$ cat config.mk
export PLATFORM = sky130hd
export DESIGN_NAME = mult_div_unit
export DESIGN_NICKNAME = d
export VERILOG_FILES = /design/src/rtl/mult_div_unit.sv
export SDC_FILE = /design/constraint.sdc
export NUM_CORES = 1
export LEC_CHECK = 0
export CAP_MARGIN = 20
export CORE_UTILIZATION = 50
export DETAILED_ROUTE_END_ITERATION = 10
export GPL_TIMING_DRIVEN = 1
export PLACE_DENSITY = 0.78
export SLEW_MARGIN = 30
export SYNTH_ARGS = -nofsm -noshare
export SYNTH_HDL_FRONTEND = slang
export SYNTH_SLANG_ARGS = --single-unit
$ cat constraint.sdc
create_clock -name clock -period 9.7 [get_ports clock]
set_input_delay 2.425 -clock clock [delete_from_list [all_inputs] [get_ports clock]]
set_output_delay 2.425 -clock clock [all_outputs]
set_load 0.02 [all_outputs]
$ cat src/rtl/mult_div_unit.sv
// Multi-cycle MULT/MULTU/DIV/DIVU unit with HI/LO registers (radix-2 shift-add / restoring divide).
// Optional MULDIV_FAST_ZERO_EN: zero multiply operand or zero divisor skips the iteration phase.
module mult_div_unit #(
  parameter int DATA_W = 32,
  parameter int CNT_W  = 6
) (
  input  logic              clock,
  input  logic              reset_n,
  input  logic              Start,
  input  logic [1:0]        Op,
  input  logic [DATA_W-1:0] ReadData1,
  input  logic [DATA_W-1:0] ALUin2,
  input  logic              HIwrite,
  input  logic              LOwrite,
  input  logic [DATA_W-1:0] WriteData,
  output logic [DATA_W-1:0] HI,
  output logic [DATA_W-1:0] LO,
  output logic              Busy,
  output logic              Done,
  output logic              DivByZero
);

  typedef enum logic [1:0] {IDLE, CALC, FIX} state_t;
  state_t state, state_nxt;

  logic [CNT_W-1:0]    cnt;
  logic                op_div, res_neg, rem_neg, dbz;
  logic [DATA_W-1:0]   opnd, a_raw, w_hi, w_lo;

  // Op[1] selects divide, Op[0] selects unsigned
  logic                op_signed, a_neg, b_neg, fast_zero, last_calc, fix_wb;
  logic [DATA_W-1:0]   a_mag, b_mag;

  assign op_signed = ~Op[0];
  assign a_neg     = op_signed & ReadData1[DATA_W-1];
  assign b_neg     = op_signed & ALUin2[DATA_W-1];
  assign a_mag     = a_neg ? -ReadData1 : ReadData1;
  assign b_mag     = b_neg ? -ALUin2 : ALUin2;
  assign last_calc = (cnt == CNT_W'(DATA_W-1));
  assign fix_wb    = (cnt != '0);

`ifdef MULDIV_FAST_ZERO_EN
  assign fast_zero = Op[1] ? (ALUin2 == '0) : ((ReadData1 == '0) || (ALUin2 == '0));
`else
  assign fast_zero = 1'b0;
`endif

  // One iteration of each algorithm; w_lo holds multiplier / shifting quotient
  logic [DATA_W:0]     mul_sum, div_shift;
  logic                div_ge;
  logic [DATA_W-1:0]   div_diff;
  logic [2*DATA_W-1:0] prod_neg;

  assign mul_sum   = {1'b0, w_hi} + (w_lo[0] ? {1'b0, opnd} : '0);
  assign div_shift = {w_hi, w_lo[DATA_W-1]};
  assign div_ge    = (div_shift >= {1'b0, opnd});
  assign div_diff  = div_shift[DATA_W-1:0] - opnd;
  assign prod_neg  = -{w_hi, w_lo};

  always_ff @(posedge clock or negedge reset_n) begin
    if (!reset_n) state <= IDLE;
    else          state <= state_nxt;
  end

  always_comb begin
    state_nxt = state;
    case (state)
      IDLE:    if (Start) state_nxt = fast_zero ? FIX : CALC;
      CALC:    if (last_calc) state_nxt = FIX;
      FIX:     if (fix_wb) state_nxt = IDLE;
      default: state_nxt = IDLE;
    endcase
  end

  always_ff @(posedge clock or negedge reset_n) begin
    if (!reset_n) begin
      cnt       <= '0;
      op_div    <= 1'b0;
      res_neg   <= 1'b0;
      rem_neg   <= 1'b0;
      dbz       <= 1'b0;
      opnd      <= '0;
      a_raw     <= '0;
      w_hi      <= '0;
      w_lo      <= '0;
      HI        <= '0;
      LO        <= '0;
      Busy      <= 1'b0;
      Done      <= 1'b0;
      DivByZero <= 1'b0;
    end else begin
      Busy      <= (state_nxt != IDLE);
      Done      <= 1'b0;
      DivByZero <= 1'b0;
      case (state)
        IDLE: begin
          if (Start) begin
            op_div  <= Op[1];
            res_neg <= a_neg ^ b_neg;
            rem_neg <= Op[1] & a_neg;
            dbz     <= Op[1] & (ALUin2 == '0);
            a_raw   <= ReadData1;
            opnd    <= Op[1] ? b_mag : a_mag;
            w_hi    <= '0;
            w_lo    <= fast_zero ? '0 : (Op[1] ? a_mag : b_mag);
            cnt     <= '0;
          end else begin
            if (HIwrite) HI <= WriteData;
            if (LOwrite) LO <= WriteData;
          end
        end
        CALC: begin
          if (op_div) begin
            w_hi <= div_ge ? div_diff : div_shift[DATA_W-1:0];
            w_lo <= {w_lo[DATA_W-2:0], div_ge};
          end else begin
            w_hi <= mul_sum[DATA_W:1];
            w_lo <= {mul_sum[0], w_lo[DATA_W-1:1]};
          end
          cnt <= last_calc ? '0 : cnt + CNT_W'(1);
        end
        FIX: begin
          // First FIX cycle corrects signs in place, second one writes HI/LO
          if (!fix_wb) begin
            if (op_div && dbz) begin
              w_hi <= a_raw;
              w_lo <= '1;
            end else if (op_div) begin
              w_lo <= res_neg ? -w_lo : w_lo;
              w_hi <= rem_neg ? -w_hi : w_hi;
            end else if (res_neg) begin
              {w_hi, w_lo} <= prod_neg;
            end
            cnt <= CNT_W'(1);
          end else begin
            HI        <= w_hi;
            LO        <= w_lo;
            Done      <= 1'b1;
            DivByZero <= dbz;
            cnt       <= '0;
          end
        end
        default: cnt <= '0;
      endcase
    end
  end

endmodule
==> qor.csv, run 1 <==
stage;metric;value;unit
yosys;largest cells by area after synthesis;sky130_fd_sc_hd__dfrtp_1 (31%), sky130_fd_sc_hd__a21oi_1 (9.1%), sky130_fd_sc_hd__nor2_1 (5.8%);
sta;post-layout minimum cycle time;5.16;ns
floorplanning;height of the die;186;um
final_layout;Reg area;0.00518;sq mm
worst_setup_path;category of the worst setup path capture point;register;
floorplanning;die area;0.0346;sq mm
flow_run;number of max-capacitance violations reported;0;
sta;transition time at the pin with the least slew margin;0.992;ns
power;PwrDens;339;mW/mm^2
route;aggregate routed wire length;62200;um
final_layout;post-layout utilization of the core;59.9;%
yosys;synthesized flop and latch total;207;
sta;timing-limited maximum frequency;194;MHz
yosys;count of cell types in the netlist;75;
worst_hold_path;number of cells on the worst hold path;2;
yosys;Primary FF master, synth;sky130_fd_sc_hd__dfrtp_1;
placement;port buffer count;169;
final_layout;final cell count without fillers;2702;
floorplanning;DIE WIDTH;186;um
cts;clock transition time at the flip-flop clock pins of the worst setup and hold paths;0.06;ns
power;proportion of power drawn by combinational gates;57.0;%
power;Seq pwr share;28.4;%
yosys;share of the synthesized area in the top cell type;30.6;%
yosys;yosys synthesis warning count;0;
global_route;global router's overall resource usage;35.5;%
power;standby leakage power;8.44;nW
final_layout;FILL cells;2926;
floorplanning;starting density of the core;51.5;%
power;net switching power;3.29;mW
cts;CTS H-tree depth;1;
final_layout;most used cells in the layout excluding fill and tap cells;sky130_fd_sc_hd__a21oi_1 (306), sky130_fd_sc_hd__nor2_1 (262), sky130_fd_sc_hd__dfrtp_1 (206);
final_layout;synthesis-to-layout area growth;16.4;%
yosys;Mapped Cells;2165;
route;number of antenna-violating nets in the routed design;0;
sta;relative slew slack;33.7;%
worst_setup_path;critical path data arrival time;5.52;ns
sta;Total Negative Setup Slacks;0;ns
placement;detailed-placement wirelength estimate;46800;um
power;share of total power consumed by net switching;49.3;%
cts;cts-stage hold buffer count;0;
global_route;via count of the first global-routing pass;15900;
cts;maximum buffer depth of the clock tree;3;
floorplanning;FP Rows;66;
cts;number of CTS-inserted buffers;24;
cts;clock tree from TritonCTS;built;
worst_setup_path;maximum fanout count along the critical path;28;
final_layout;most common library cell in the layout ignoring fill and taps;sky130_fd_sc_hd__a21oi_1;
global_route;largest net degree at the start of global routing;101;
worst_hold_path;class of the worst hold path;reg2reg;
yosys;cell area after synthesis;0.0169;sq mm
sta;total count of hold-check failures in the final report;0;
sta;number of setup violations in the final report;0;
worst_setup_path;worst r2r path cells;14;
global_route;antenna violations before repair;2;
route;number of DRC markers in iteration 0;2385;
global_route;global route total overflow;0;
yosys;Post-synth EDFFs;0;
final_layout;antenna cell count;0;
route;via count;17400;
floorplanning;number of ports placed on the die boundary;170;
worst_setup_path;Crit path required time;10.06;ns
worst_setup_path;CP Class;in2reg;
cts;clock latency on the worst-skew pair;0.52;ns
yosys;most area-hungry cell type in the Yosys netlist;sky130_fd_sc_hd__dfrtp_1;
route;first-pass iteration count of the detailed router;6;
cts;number of sinks driven by the clock tree;207;
placement;gpl congestion;1.00;
final_layout;Post-layout nets;2422;
cts;clock root cell;sky130_fd_sc_hd__clkbuf_16;
final_layout;ratio of cells with drive above 1 in the final layout;6.90;%
power;post-route total power;6.67;mW
worst_setup_path;Worst R2R Setup Slack;4.66;ns
status;status;finished clean;
yosys;share of flip-flops with an asynchronous set or reset;100;%
route;total DRC errors in the routed layout;0;
power;Internal;3.38;mW
sta;unrepaired setup endpoints after global routing;false;
global_route;first-pass GRT wire length;93200;um
power;peak supply drop;0.147;mV
worst_setup_path;CP startpoint kind;input pin;
yosys;net count of the mapped netlist;2344;
yosys;synthesized area divided by synthesized cell count;7.81;sq um
sta;Clock Skews;0.00934;ns
placement;Inst Count DP;2659;
route;drt wl/cell;23.0;um
route;drt via density;6.45;
yosys;post-synthesis sequential area ratio;30.6;%
floorplanning;area inside the core boundary;0.0329;sq mm
cts;cts repair resizes;0;
sta;number of slew-limit violations in the final report;0;
sta;final critical-path share of the clock period;53.2;%
cts;post-CTS setup-driven buffer insertion count;0;
power;fraction of power consumed by the clock network;14.6;%
final_layout;multi-input combinational cell area;0.0110;sq mm
final cells by class:
cell class              instances  share of cell area [%]
inverters                      74                    1.41
flip-flops and latches        207                    26.3
well taps                     442                    2.81
repair buffers                187                    9.30
clock inverters                12                   0.782
clock buffers                  31                    3.50
multi-input cells            1749                    55.9
critical path: stages:
cell	delay [ns]
sky130_fd_sc_hd__clkdlybuf4s50_1	0.47
sky130_fd_sc_hd__nor2b_2	0.51
sky130_fd_sc_hd__nor2_1	0.10
sky130_fd_sc_hd__nand2_1	0.22
sky130_fd_sc_hd__a21oi_2	0.04
sky130_fd_sc_hd__buf_4	0.24
sky130_fd_sc_hd__and2_1	0.25
sky130_fd_sc_hd__nand2_1	0.41
sky130_fd_sc_hd__nor2_1	0.32
sky130_fd_sc_hd__a222oi_1	0.35
sky130_fd_sc_hd__o21ai_0	0.15
through the flow:
step	cell area, sq um	setup slack [ns]	hold WS (ns)
2_1_floorplan	16900	5.08	0.442
3_3_place_gp	18800	4.02	0.464
3_5_place_dp	18800	3.81	0.481
4_1_cts	19700	4.31	0.495
5_1_grt	19700	4.35	0.514
6_report	19700	4.54	0.487
cells in the mapped netlist (all sizes together), types with 4 or more instances:
cell type  number
o221ai         10
a221o          12
clkbuf        115
dfrtp         207
nor4           21
and3           18
nand2         185
o41ai           7
ha             74
nand4          12
and2            6
xnor2          83
a41oi           4
a21o           41
a211oi         16
nor3           55
mux2i          52
nor2          262
buf            20
xor2           52
o31ai          18
a211o           4
a22oi          13
nor2b          45
nor3b           4
o21a            9
o211ai         25
o21ai         174
nand3          21
nand2b         16
mux2           64
o21bai          7
or2             9
or4            11
or3            25
inv            72
a221oi          9
a21oi         310
a31oi          19
o22ai          14
cells by family (layout without fill, tap and decap cells):
logic type | after synthesis | count (layout) | share of synthesized area (%)
buffers and inverters | 209 | 304 | 4.73
DFF | 207 | 207 | 30.6
adders and majority gates | 76 | 76 | 5.71
xor gates and xnor gates | 135 | 135 | 6.99
muxes | 116 | 116 | 7.34
and+or+nand+nor | 699 | 699 | 19.1
AOI/OAI and AO/OA | 723 | 723 | 25.5
flip-flops by register name, indices dropped and copies added, names as in the netlist, 2 cells and up:
| register | flops |
|---|---|
| opnd | 32 |
| LO | 32 |
| state | 2 |
| w_hi | 32 |
| cnt | 6 |
| w_lo | 32 |
| HI | 32 |
| a_raw | 32 |
power groups by stage:
stage	combinational (mW)	sequential, mW	clock (mW)
6_report	3.80	1.90	0.970
5_1_grt	4.12	1.91	1.01
4_1_cts	3.72	1.84	0.973
3_5_place_dp	3.69	1.86	0
3_3_place_gp	3.63	1.84	0
2_1_floorplan	2.56	1.66	0
metal layers:
metal	wire, um	share of wire [%]	GRT usage (%)
met5	23	0.037	0
met4	2970	4.8	15.2
met3	6310	10	7.08
met2	27300	44	54.0
met1	25600	41	48.8
final timing paths:
kind / start / to
max in group asynchronous: reset_n / op_div
setup reg to reg: w_lo[0] / w_hi[28]
hold / removal: opnd[13] / opnd[13]
min in group asynchronous: reset_n / HI[19]
setup / recovery: Start / w_hi[4]
hold reg to reg: opnd[13] / opnd[13]
Note: power is estimated with default switching activity, not from simulation.
==> run 2: changes to the inputs <==
--- a/config.mk
+++ b/config.mk
@@ -9,7 +9,7 @@
 export CORE_UTILIZATION = 50
 export DETAILED_ROUTE_END_ITERATION = 10
 export GPL_TIMING_DRIVEN = 1
-export PLACE_DENSITY = 0.78
+export PLACE_DENSITY = 0.81
 export SLEW_MARGIN = 30
 export SYNTH_ARGS = -nofsm -noshare
 export SYNTH_HDL_FRONTEND = slang
==> constraint.sdc (replaced) <==
create_clock -name clock -period 4.5 [get_ports clock]
set_input_delay 1.125 -clock clock [delete_from_list [all_inputs] [get_ports clock]]
set_output_delay 1.125 -clock clock [all_outputs]
set_load 0.02 [all_outputs]
==> run 2 against run 1 <==
  * First-iteration DRC count rose by 7.1%
  * Highest routed layer unchanged
  * Critical path depth down 1
  * Largest power group unchanged
  * Register-to-register slack lost 4.5 ns
  * Largest cell class unchanged
  * Combinational power rose by 140%
==> qor.csv, run 2 (same netlist as run 1, synthesis figures left out) <==
stage;metric;value;unit;change
status;status;finished clean;;unchanged
global_route;via count of the first global-routing pass;16500;;was 15,900
final_layout;most used cells in the layout excluding fill and tap cells;sky130_fd_sc_hd__a21oi_1 (306), sky130_fd_sc_hd__nor2_1 (262), sky130_fd_sc_hd__dfrtp_1 (206);;unchanged
sta;post-layout minimum cycle time;4.34;ns;
sta;unrepaired setup endpoints after global routing;false;;unchanged
route;highest metal layer used by the detailed router;met5;;unchanged
sta;transition time at the pin with the least slew margin;0.864;ns;was 0.992 ns
flow_run;number of max-capacitance violations reported;0;;unchanged
floorplanning;FP Rows;66;;unchanged
sta;Clock Skews;0.0206;ns;was 0.00934 ns
global_route;global route total overflow;0;;unchanged
placement;Inst Count DP;2725;;was 2,659
final_layout;Reg area;0.00518;sq mm;unchanged
placement;gpl congestion;1.05;;was 1.00
cts;cts repair resizes;0;;unchanged
cts;number of CTS-inserted buffers;24;;unchanged
floorplanning;height of the die;186;um;unchanged
worst_setup_path;category of the worst setup path capture point;register;;unchanged
cts;cts-stage hold buffer count;0;;unchanged
final_layout;most common library cell in the layout ignoring fill and taps;sky130_fd_sc_hd__a21oi_1;;unchanged
final_layout;synthesis-to-layout area growth;19.0;%;was 16.4%
route;aggregate routed wire length;64000;um;was 62,200 um
cts;clock tree from TritonCTS;built;;unchanged
floorplanning;starting density of the core;51.5;%;unchanged
global_route;global router's overall resource usage;36.7;%;was 35.5%
worst_setup_path;CP Class;reg2reg;;was in2reg
final_layout;ratio of cells with drive above 1 in the final layout;9.24;%;was 6.90%
power;peak supply drop;0.317;mV;was 0.147 mV
worst_setup_path;maximum fanout count along the critical path;7;;was 28
global_route;first-pass GRT wire length;96300;um;was 93,200 um
cts;clock transition time at the flip-flop clock pins of the worst setup and hold paths;0.06;ns;about the same
sta;timing-limited maximum frequency;230;MHz;
route;drt via density;6.51;;was 6.45
placement;pre-CTS setup slack;0.179;ns;was 3.81 ns
final_layout;Post-layout nets;2488;;was 2,422
floorplanning;area inside the core boundary;0.0329;sq mm;unchanged
cts;CTS H-tree depth;1;;unchanged
cts;maximum buffer depth of the clock tree;3;;unchanged
global_route;antenna violations before repair;2;;unchanged
final_layout;antenna cell count;0;;unchanged
floorplanning;number of ports placed on the die boundary;170;;unchanged
worst_setup_path;CP startpoint kind;register;;was input pin
cts;clock latency on the worst-skew pair;0.54;ns;was 0.52 ns
placement;Cell Area, Placed;0.0193;sq mm;was 0.0188 sq mm
route;first-pass iteration count of the detailed router;8;;was 6
final_layout;FILL cells;2891;;was 2,926
worst_hold_path;class of the worst hold path;reg2reg;;unchanged
worst_setup_path;Crit path required time;4.90;ns;was 10.06 ns
sta;total count of hold-check failures in the final report;0;;unchanged
route;M1 WL;24600;um;was 25,600 um
route;met2 wire length;27600;um;was 27,300 um
cts;post-CTS setup-driven buffer insertion count;0;;unchanged
power;standby leakage power;8.76;nW;was 8.44 nW
route;drt wl/cell;23.1;um;was 23.0 um
sta;worst hold margin;0.475;ns;was 0.487 ns
sta;number of setup violations in the final report;0;;unchanged
sta;Total Negative Setup Slacks;0;ns;unchanged
route;number of DRC markers in iteration 0;2554;;was 2,385
global_route;largest net degree at the start of global routing;99;;was 101
route;via count;18000;;was 17,400
placement;port buffer count;169;;unchanged
sta;number of slew-limit violations in the final report;0;;unchanged
placement;detailed-placement wirelength estimate;48500;um;was 46,800 um
sta;relative slew slack;41.7;%;was 33.7%
sta;final critical-path share of the clock period;96.4;%;
final_layout;multi-input combinational cell area;0.0110;sq mm;about the same
route;total DRC errors in the routed layout;0;;unchanged
sta;Worst Slack Setup Final;0.161;ns;was 4.54 ns
cts;clock root cell;sky130_fd_sc_hd__clkbuf_16;;unchanged
cts;number of sinks driven by the clock tree;207;;unchanged
floorplanning;DIE WIDTH;186;um;unchanged
power;PwrDens;732;mW/mm^2;was 339 mW/mm^2
route;detailed route wirelength on metal3;7830;um;was 6310 um
floorplanning;die area;0.0346;sq mm;unchanged
route;number of antenna-violating nets in the routed design;0;;unchanged
final_layout;post-route cell area;0.0201;sq mm;was 0.0197 sq mm
final_layout;final cell count without fillers;2769;;was 2,702
worst_setup_path;critical path data arrival time;4.74;ns;was 5.52 ns
-- run 2: cell count changes in the layout (fill, tap and decap cells not counted), sizes merged --
| cell | previous run | this run |
|---|---|---|
| buf | 19 | 85 |
| inv | 74 | 72 |
| clkinvlp | 3 | 1 |
| clkinv | 6 | 8 |
| clkbuf | 32 | 35 |
-- run 2: report_power, final --
part / internal (mW) / leakage (nW) / switching, mW / total [mW]
Combinational: 3.64 / 5.87 / 5.38 / 9.03
Sequential: 2.69 / 2.49 / 1.00 / 3.69
Clock: 1.21 / 0.395 / 0.813 / 2.02
Total: 7.54 / 8.76 / 7.20 / 14.7
-- run 2: stage by stage --
| stage | util, % | total power [mW] |
|---|---|---|
| 2_1_floorplan | - | 9.11 |
| 3_3_place_gp | 58.8 | 12.1 |
| 3_5_place_dp | 58.8 | 12.3 |
| 4_1_cts | 61.2 | 14.4 |
| 5_1_grt | 61.2 | 15.5 |
| 6_report | 61.2 | 14.7 |
-- run 2: worst max-delay path, cell delays in order, from the launching register on --
cell and delay, ns:
sky130_fd_sc_hd__dfrtp_1 0.37, sky130_fd_sc_hd__nor4_1 0.59, sky130_fd_sc_hd__nand4_1 0.39, sky130_fd_sc_hd__o41ai_1 0.90, sky130_fd_sc_hd__nand4_1 0.26, sky130_fd_sc_hd__or3_1 0.49, sky130_fd_sc_hd__or2_2 0.37, sky130_fd_sc_hd__nor4_1 0.34
sky130_fd_sc_hd__o31ai_1 0.12, sky130_fd_sc_hd__a22oi_1 0.26, sky130_fd_sc_hd__o41ai_1 0.12
-- run 2: per-layer routing --
| metal | vias to the layer above | track usage [%] |
|---|---|---|
| li1 | 8067 | - |
| met1 | 8496 | 49.3 |
| met2 | 1234 | 54.5 |
| met3 | 217 | 7.22 |
| met4 | 2 | 21.4 |
| met5 | - | 0 |
-- run 2: layout make-up --
type,instances,area share [%]
Multi-Input combinational cell,1749,54.6
Sequential cell,207,25.7
Timing Repair Buffer,253,11.5
Inverter,74,1.38
Clock inverter,10,0.690
Tap cell,442,2.75
Clock buffer,34,3.32
-- run 2: worst paths after layout --
path	start	end	slack [ns]	cells past startpoint
setup / recovery	w_lo[22]	w_hi[31]	0.16	10
hold / removal	rem_neg	rem_neg	0.47	2
setup reg to reg	w_lo[22]	w_hi[31]	0.16	10
hold reg to reg	rem_neg	rem_neg	0.47	2
max in group asynchronous	reset_n	w_lo[14]	2.85	2
min in group asynchronous	reset_n	LO[19]	0.65	1
